<file path="src/rtl/wb_cmd_master.sv">
// wb_cmd_master: turns single request/response commands into Wishbone B3
// classic single transfers. A request is accepted only from IDLE, run on the
// bus until the slave acks or the wait budget runs out, and then held as a
// response until the consumer takes it. Every output is a register.
module wb_cmd_master #(
  parameter int unsigned TIMEOUT = 16
) (
  input  logic        wb_clk_i,
  input  logic        wb_rst_i,
  // request channel
  input  logic        req_valid,
  output logic        req_ready,
  input  logic        req_we,
  input  logic [31:0] req_adr,
  input  logic [31:0] req_dat,
  input  logic [3:0]  req_sel,
  // response channel
  output logic        rsp_valid,
  input  logic        rsp_ready,
  output logic [31:0] rsp_dat,
  output logic        rsp_err,
  // Wishbone master side
  output logic        wbm_cyc_o,
  output logic        wbm_stb_o,
  output logic        wbm_we_o,
  output logic [3:0]  wbm_sel_o,
  output logic [31:0] wbm_adr_o,
  output logic [31:0] wbm_dat_o,
  input  logic        wbm_ack_i,
  input  logic [31:0] wbm_dat_i
);

  typedef enum logic [1:0] {
    IDLE = 2'd0,
    BUS  = 2'd1,
    RESP = 2'd2
  } state_t;

  // Last count value of the bus wait; reaching it without an ack aborts.
  localparam logic [7:0] CNT_LAST = 8'(TIMEOUT - 32'd1);

  state_t     state_r;
  logic [7:0] cnt_r;

  // Transfer sequencer: the request fields are latched straight into the bus
  // registers, so they stay stable for the whole bus phase whatever req_*
  // does afterwards. Leaving RESP lands in IDLE with req_ready still low,
  // which gives the one-cycle gap between transfers.
  always_ff @(posedge wb_clk_i) begin
    if (wb_rst_i) begin
      state_r   <= IDLE;
      cnt_r     <= 8'd0;
      req_ready <= 1'b1;
      rsp_valid <= 1'b0;
      rsp_dat   <= 32'd0;
      rsp_err   <= 1'b0;
      wbm_cyc_o <= 1'b0;
      wbm_stb_o <= 1'b0;
      wbm_we_o  <= 1'b0;
      wbm_sel_o <= 4'd0;
      wbm_adr_o <= 32'd0;
      wbm_dat_o <= 32'd0;
    end else begin
      case (state_r)
        IDLE: begin
          if (req_ready && req_valid) begin
            req_ready <= 1'b0;
            wbm_we_o  <= req_we;
            wbm_adr_o <= req_adr;
            wbm_dat_o <= req_dat;
            wbm_sel_o <= req_sel;
            wbm_cyc_o <= 1'b1;
            wbm_stb_o <= 1'b1;
            cnt_r     <= 8'd0;
            state_r   <= BUS;
          end else begin
            req_ready <= 1'b1;
          end
        end
        BUS: begin
          // An ack wins over a timeout that expires in the same cycle.
          if (wbm_ack_i) begin
            wbm_cyc_o <= 1'b0;
            wbm_stb_o <= 1'b0;
            rsp_dat   <= wbm_we_o ? 32'd0 : wbm_dat_i;
            rsp_err   <= 1'b0;
            rsp_valid <= 1'b1;
            state_r   <= RESP;
          end else if (cnt_r == CNT_LAST) begin
            wbm_cyc_o <= 1'b0;
            wbm_stb_o <= 1'b0;
            rsp_dat   <= 32'd0;
            rsp_err   <= 1'b1;
            rsp_valid <= 1'b1;
            state_r   <= RESP;
          end else begin
            cnt_r <= cnt_r + 8'd1;
          end
        end
        RESP: begin
          if (rsp_ready) begin
            rsp_valid <= 1'b0;
            state_r   <= IDLE;
          end else begin
            rsp_valid <= 1'b1;
          end
        end
        default: begin
          state_r   <= IDLE;
          req_ready <= 1'b0;
          rsp_valid <= 1'b0;
          wbm_cyc_o <= 1'b0;
          wbm_stb_o <= 1'b0;
        end
      endcase
    end
  end

endmodule

</file>
<file path="config.mk">
export PLATFORM = sky130hd
export DESIGN_NAME = wb_cmd_master
export DESIGN_NICKNAME = d
export VERILOG_FILES = /design/src/rtl/wb_cmd_master.sv
export SDC_FILE = /design/constraint.sdc
export NUM_CORES = 1
export LEC_CHECK = 0
export BUFFER_PORTS_ARGS = -buffer_cell sky130_fd_sc_hd__buf_2
export CORE_MARGIN = 2
export CORE_UTILIZATION = 42
export CTS_BUF_LIST = sky130_fd_sc_hd__clkbuf_2
export DETAILED_ROUTE_END_ITERATION = 8
export PLACE_DENSITY = 0.87
export SLEW_MARGIN = 40
export SYNTH_ARGS = -nofsm -noshare
export SYNTH_HDL_FRONTEND = slang
export SYNTH_SLANG_ARGS = --single-unit
</file>
<file path="constraint.sdc">
create_clock -name wb_clk_i -period 1.65 [get_ports wb_clk_i]
set_input_delay 0.0825 -clock wb_clk_i [delete_from_list [all_inputs] [get_ports wb_clk_i]]
set_output_delay 0.0825 -clock wb_clk_i [all_outputs]
set_load 0.1 [all_outputs]
</file>
==> results of run 1 <==
==> cell type report <==
class	instances	area share (%)
repair buffers	350	36.5
flip-flops and latches	115	32.4
clock buffers	20	1.40
inverters	6	0.351
clock inverters	12	2.28
multi-input cells	313	24.7
well taps	133	2.33
==> Yosys cell counts (2+ instances only) <==
cell type,count,area [sq um]
nand2_1,146,548
dfxtp_1,115,2300
a21oi_1,73,365
a22o_1,32,280
clkbuf_1,23,86.3
buf_2,8,40.0
o21ai_1,6,30.0
inv_1,5,18.8
nand3_1,5,25.0
nor3_1,5,25.0
or3_1,5,31.3
a221oi_1,4,35.0
ha_1,4,50.1
buf_1,3,11.3
a21boi_1,2,15.0
a21o_1,2,15.0
a21oi_2,2,17.5
and3_1,2,12.5
nor2_1,2,7.51
nor2b_1,2,12.5
o21ai_0,2,10.0
==> logic make-up (layout without fill, tap and decap cells) <==
kind of cell / after synthesis / after routing / share of synthesized area (%)
multiplexers: 1 / 1 / 0.242
AO/OA/AOI/OAI: 131 / 131 / 20.7
flip-flops: 115 / 115 / 55.8
buffers and inverters: 41 / 388 / 4.06
AND/OR/NAND/NOR: 177 / 177 / 18.0
adder cells (fa/ha/maj): 4 / 4 / 1.21
==> timing repair <==
item	4_1_cts	5_1_grt
pin swaps	4	9
gates cloned	0	8
gates resized for setup	4	39
hold buffers	105	0
hold endpoints to repair	113	0
setup endpoints to repair	11	74
setup buffers	3	3
==> worst max-delay path: stages (launching register included) <==
cell and delay, ns:
dfxtp_2 0.37, inv_4 0.07, ha_4 0.12, or3b_4 0.39
a211o_4 0.35, or3_1 0.32, o21ai_1 0.07
==> state kept, by name, indices dropped and copies added (netlist names) <==
register,count
wbm_sel_o,4
wbm_stb_o,1
wbm_dat_o,32
rsp_valid,1
cnt_r,8
rsp_err,1
wbm_we_o,1
state_r,2
req_ready,1
wbm_adr_o,32
rsp_dat,32
==> metal layers <==
metal	vias up	GRT usage [%]	routed length [um]	part of all wire, %
met3	68	8.68	1510	9.0
met4	0	14.3	643	3.8
met5	-	0	0	0
met2	327	47.9	8390	50
met1	2350	29.7	6190	37
li1	2286	-	-	-
==> through the flow <==
step	std cells	worst slack (ns)	power (mW)	utilization (%)	hold slack (ns)
detailed placement	798	-0.117	9.79	56.5	0.305
CTS	938	-0.0879	12.1	70.5	0.125
global placement	798	-0.0343	9.68	56.5	0.297
finish	949	-0.0990	12.8	74.0	0.183
global route	949	-0.184	13.3	74.0	0.115
floorplan	469	-0.0162	8.55	-	0.183
==> power by group through the flow <==
| stage | registers [mW] | clock network (mW) | logic, mW |
|---|---|---|---|
| 2_1_floorplan | 6.99 | 0 | 1.56 |
| 3_3_place_gp | 3.59 | 0 | 6.09 |
| 3_5_place_dp | 3.62 | 0 | 6.18 |
| 4_1_cts | 3.56 | 2.08 | 6.42 |
| 5_1_grt | 3.65 | 2.25 | 7.42 |
| 6_report | 3.61 | 2.06 | 7.11 |
==> final timing paths <==
path	from	to	slack, ns	cells past startpoint
max	state_r[1]$_SDFFE_PP0P_	cnt_r[7]$_SDFFE_PP0P_	-0.1	6
min	wbm_dat_i[8]	rsp_dat[8]$_SDFFE_PP0P_	0.18	3
max reg2reg	state_r[1]$_SDFFE_PP0P_	cnt_r[7]$_SDFFE_PP0P_	-0.1	6
min reg2reg	wbm_dat_o[7]$_SDFFE_PP0P_	wbm_dat_o[7]$_SDFFE_PP0P_	0.46	2
==> key figures, run 1 <==
Final layout
  – Commonest non-fill, non-tap cell in the layout: buf_2
  – Share of cells above drive strength 1: a little under two fifths
  – Final Instance Area: just over 7000 sq um
  – Sequential cell area: between 2000 and 2500 sq um
  – # nets final: roughly 910
  – Fillers: roughly 620
  – Area growth, synth to finish: 72.7%
  – Diode count: 0
  – Most frequent cells in the layout: 190 x buf_2, 146 x nand2_1, 109 x dfxtp_1
  – Multi-input gate area: between 1500 and 2000 sq um

Setup path
  – Setup crit start kind: flop
  – Critical path type: flop to flop
  – Crit-path max FO: 6
  – Worst EP arrival: 2.31 ns
  – Req. time, crit path: around 2.2 ns
  – Worst Setup End Kind: flop

Timing
  – Fmax: between 500 and 600 MHz
  – Clock skew: just under 0.03 ns
  – Final setup viols: 36
  – Min cycle time layout: ~1.7 ns
  – Worst slew pin tran: around 0.57 ns
  – Slew Limit Headroom: a little over 60%
  – RSZ-0062 raised after global routing: yes
  – Endpoints failing hold: 0
  – Final WS setup: -0.0990 ns
  – Pins Over Slew Limit: 0
  – Final setup TNS: -1.45 ns
  – Final period utilization: 106%

Run status
  – Failing checks: negative setup slack
  – Status: complete, but fails checks

GRT
  – Largest net degree at the start of global routing: 56
  – Grt total ovfl: 0
  – Number of global-route vias before repair: 4823
  – First-pass GRT wire length: 22400 um
  – Gr usage total: between 20% and 30%
  – Initial antenna violation count: 0

Detailed routing
  – DRC viols: 0
  – Routed length per instance: about 18 um
  – Post-DRT Antenna Nets: 0
  – DRT Wirelength: around 17000 um
  – Vias: roughly 5000
  – Vias/cell: between 5 and 6
  – Drt first-iter violations: around 230
  – Drt first pass iters: 5

Power and ir drop
  – Maximum vdd drop: 1040 uV
  – NetSw: roughly 6.7 mW
  – Comb power frac: a little under three fifths
  – Clock share of power: between 10% and 20%
  – Reg power frac: approximately 28%
  – Power Density: between 1500 and 2000 nW/um^2
  – Switching share of total power: between 50% and 60%
  – Leak: approximately 3.3 nW
  – P_int: between 6 and 7 mW

Clock network
  – Clock root cell: clkbuf_2
  – H-tree depth: 4
  – # clock sinks: 115
  – CTS tree: done
  – Clk_lat worst skew: 0.64 ns
  – CTS Buffer Depth: 2
  – Total CTS buffers: 17
  – Clk slew on worst S/H paths: ~0.19 ns

Yosys
  – Mapped cell area: between 4000 and 5000 sq um
  – Ys async rst share: 0%
  – YS warnings: 0
  – Post-synth EDFFs: 0
  – Mapped Nets: slightly below 600
  – Mean Syn Cell Area: just under 9 sq um
  – Seq/Total Area, Yosys: 55.8%
  – Cells after Synth: 469
  – Post-synth cell types: 42
  – Top FF cell, synth: dfxtp_1
  – #FFs+latches synth: about 120

Die
  – Die X-Extent: 103 um
  – Core box area: a little under 10000 sq um
  – DIE AREA: roughly 11000 sq um
  – Die height: 103 um
  – Initial core utilization: about 43%
  – Num ports: 212
  – Row cnt: 36

Placement
  – GP Congestion: about 0.87
  – HPWL after DPL: approximately 8400 um
  – IO buf count: about 210
  – DP Area: about 5400 sq um

Run
  – Max Cap Viol: 0

Hold path
  – Hold Crit Class: input port to flop
Note: power is estimated with default switching activity, not from simulation.
==> run 2: changes to the inputs <==
--- a/config.mk
+++ b/config.mk
@@ -8,3 +8,2 @@
 export BUFFER_PORTS_ARGS = -buffer_cell sky130_fd_sc_hd__buf_2
-export CORE_MARGIN = 2
 export CORE_UTILIZATION = 42
==> constraint.sdc (replaced) <==
create_clock -name wb_clk_i -period 1.65 [get_ports wb_clk_i]
set_input_delay 0.33 -clock wb_clk_i [delete_from_list [all_inputs] [get_ports wb_clk_i]]
set_output_delay 0.33 -clock wb_clk_i [all_outputs]
set_load 0.02 [all_outputs]
==> run 2 against run 1 <==
Against the previous run: the flow still finishes with violations (negative setup slack); critical path depth did not move; fmax rose by 1.0%; power fell by 28%; register-to-register slack improved by 0.02 ns; via count fell by 2.0%; largest power group unchanged; highest routed layer unchanged.
==> key figures, run 2 (same netlist as run 1, synthesis figures left out) <==
Detailed routing
  – Drt first-iter violations: 256 (+12%)
  – Vias/cell: 5.24 (-1.1%)
  – DRC viols: 0 (unchanged)
  – Vias: 4928 (-2.0%)
  – Post-DRT Antenna Nets: 0 (unchanged)
  – Routed length per instance: 16.9 um (-4.2%)
  – Drt first pass iters: 5 (unchanged)
  – DRT Wirelength: 15900 um (-5.1%)

Die
  – Die X-Extent: 101 um (-1.9%)
  – Core box area: 9370 sq um (-2.8%)
  – Die height: 101 um (-1.9%)
  – DIE AREA: 10200 sq um (-3.8%)
  – Row cnt: 35 (-2.8%)
  – Num ports: 212 (unchanged)
  – Initial core utilization: 44.1% (+1.2 points)

Hold path
  – Hold Path Depth: 4 (+1)
  – HP Start: rsp_ready
  – Min-Delay Endpoint: state_r[0]$_SDFFE_PP0P_
  – Hold Crit Class: input port to flop

Final layout
  – Most frequent cells in the layout: 210 x buf_2, 146 x nand2_1, 106 x dfxtp_1
  – Final Instance Area: 6890 sq um (-3.4%)
  – Fillers: 631 (+1.1%)
  – Regs by FF count: rsp_dat (32), wbm_adr_o (32), wbm_dat_o (32)
  – Share of cells above drive strength 1: 36.6% (-0.14 points)
  – Diode count: 0 (unchanged)
  – # nets final: 908 (-0.55%)
  – Commonest non-fill, non-tap cell in the layout: buf_2
  – Area growth, synth to finish: 66.8%
  – Final Util: 73.5% (-0.50 points)

GRT
  – Number of global-route vias before repair: 4811 (-0.25%)
  – Gr busiest metal: met2
  – First-pass GRT wire length: 22500 um (+0.37%)
  – GR Layer Usage met1: 29.6% (-0.083 points)
  – GRT met3 Usage: 7.66% (-1.0 points)
  – Gr usage total: 28.6% (+1.1 points)
  – Met2 usage in global routing: 51.9% (+4.0 points)
  – Grt total ovfl: 0 (unchanged)
  – Largest net degree at the start of global routing: 57 (+1.8%)
  – Initial antenna violation count: 0 (unchanged)

Timing
  – RSZ-0062 raised after global routing: yes
  – Worst slew pin tran: 0.487 ns (-0.0814 ns)
  – Pins Over Slew Limit: 0 (unchanged)
  – Min cycle time layout: 1.73 ns (-0.0180 ns)
  – Slew Limit Headroom: 67.6% (+5.4 points)
  – Clock skew: 0.0474 ns (+0.0179 ns)
  – Fmax: 578 MHz (+1.0%)
  – Final setup viols: 10 (-72%)
  – Final period utilization: 105% (-1.1 points)
  – Endpoints failing hold: 0 (unchanged)
  – Final WS setup: -0.0810 ns (+0.0180 ns)

Setup path
  – Cell count of the worst reg-to-reg path: 6 (unchanged)
  – Crit path max-delay family: simple AND/OR/NAND/NOR gates
  – Flop-to-flop setup slack: -0.08 ns (+0.02 ns)
  – Crit-path max FO: 6 (unchanged)
  – CP max stage cell: or3b_4
  – Worst Setup End Kind: flop
  – WP buf/inv: 1 (unchanged)
  – Worst EP arrival: 2.30 ns (about the same)
  – Slowest stage delay, CP: 0.38 ns (about the same)
  – Req. time, crit path: 2.22 ns (about the same)
  – R2R Path Start: state_r[1]$_SDFFE_PP0P_
  – CP cell instances: inv_2, ha_4, or3b_4, a211o_4, or3_1, o21ai_1
  – Reg2reg end: cnt_r[5]$_SDFFE_PP0P_
  – Setup crit start kind: flop
  – Critical path type: flop to flop

Clock network
  – CTS Buffer Depth: 2 (unchanged)
  – Total CTS buffers: 17 (unchanged)
  – H-tree depth: 4 (unchanged)
  – CTS tree: done
  – Clk slew on worst S/H paths: 0.18 ns (about the same)
  – Clock root cell: clkbuf_2
  – # clock sinks: 115 (unchanged)
  – Clk_lat worst skew: 0.65 ns (about the same)

Power and ir drop
  – Maximum vdd drop: 902 uV (-13%)
  – Power Density: 1340 nW/um^2 (-25%)
  – Leak: 3.19 nW (-2.3%)

Run
  – Max Cap Viol: 0 (unchanged)

Placement
  – GP Congestion: 0.788 (-9.5%)
  – DP Area: 5470 sq um (+0.51%)
  – Pre-CTS setup slack: -0.0749 ns (+0.0417 ns)
  – IO buf count: 211 (unchanged)
  – HPWL after DPL: 8160 um (-2.6%)

Run status
  – Status: complete, but fails checks
  – Failing checks: negative setup slack
[run 2: cell type report]
class	instances	area [sq um]	share of cell area (%)
clock buffer	17	85.1	1.24
clock inverter	15	135	1.96
inverter	6	22.5	0.327
multi-input combinational	313	1740	25.2
sequential	115	2320	33.6
tap	129	161	2.34
timing repair buffer	345	2430	35.3
[run 2: worst max-delay path by stage]
stage / startpoint / endpoint / slack, ns / cells past startpoint
global placement: state_r[1]$_SDFFE_PP0P_ / cnt_r[7]$_SDFFE_PP0P_ / -0.02 / 6
detailed placement: state_r[1]$_SDFFE_PP0P_ / cnt_r[3]$_SDFFE_PP0P_ / -0.07 / 7
floorplan: state_r[0]$_SDFFE_PP0P_ / cnt_r[5]$_SDFFE_PP0P_ / 0.003 / 7
CTS: state_r[1]$_SDFFE_PP0P_ / cnt_r[5]$_SDFFE_PP0P_ / -0.09 / 6
finish: state_r[1]$_SDFFE_PP0P_ / cnt_r[5]$_SDFFE_PP0P_ / -0.08 / 6
global route: state_r[1]$_SDFFE_PP0P_ / cnt_r[5]$_SDFFE_PP0P_ / -0.13 / 6
[run 2: worst register-to-register path, cell delays in order, from the launching register on]
cell	delay [ns]
dfxtp_2	0.36
inv_2	0.07
ha_4	0.15
or3b_4	0.38
a211o_4	0.31
or3_1	0.34
o21ai_1	0.07
[run 2: timing repair]
action / in CTS / in global routing
hold buffers: 102 / 0
gates resized for setup: 4 / 17
pin swaps: 0 / 2
hold endpoints to repair: 102 / 0
gates cloned: 0 / 3
setup endpoints to repair: 8 / 78
setup buffers: 1 / 3
[run 2: power by group]
part	internal, mW	switching [mW]
Sequential	3.29	0.301
Combinational	1.61	2.33
Clock	0.556	1.16
Total	5.45	3.80
[run 2: per-stage QoR]
step	cells	hold WS, ns	total power, mW	setup TNS [ns]
4_1_cts	934	0.0203	8.85	-0.291
5_1_grt	940	0.0679	9.74	-1.89
3_5_place_dp	799	0.444	6.92	-0.338
3_3_place_gp	799	0.438	6.81	-0.0506
6_report	940	0.0750	9.25	-0.261
2_1_floorplan	469	0.431	5.67	0
[run 2: metal layers]
layer | up-vias | routed length (um)
li1 | 2269 | -
met1 | 2321 | 6060
met2 | 274 | 8070
met3 | 64 | 1040
met4 | 0 | 704
met5 | - | 0
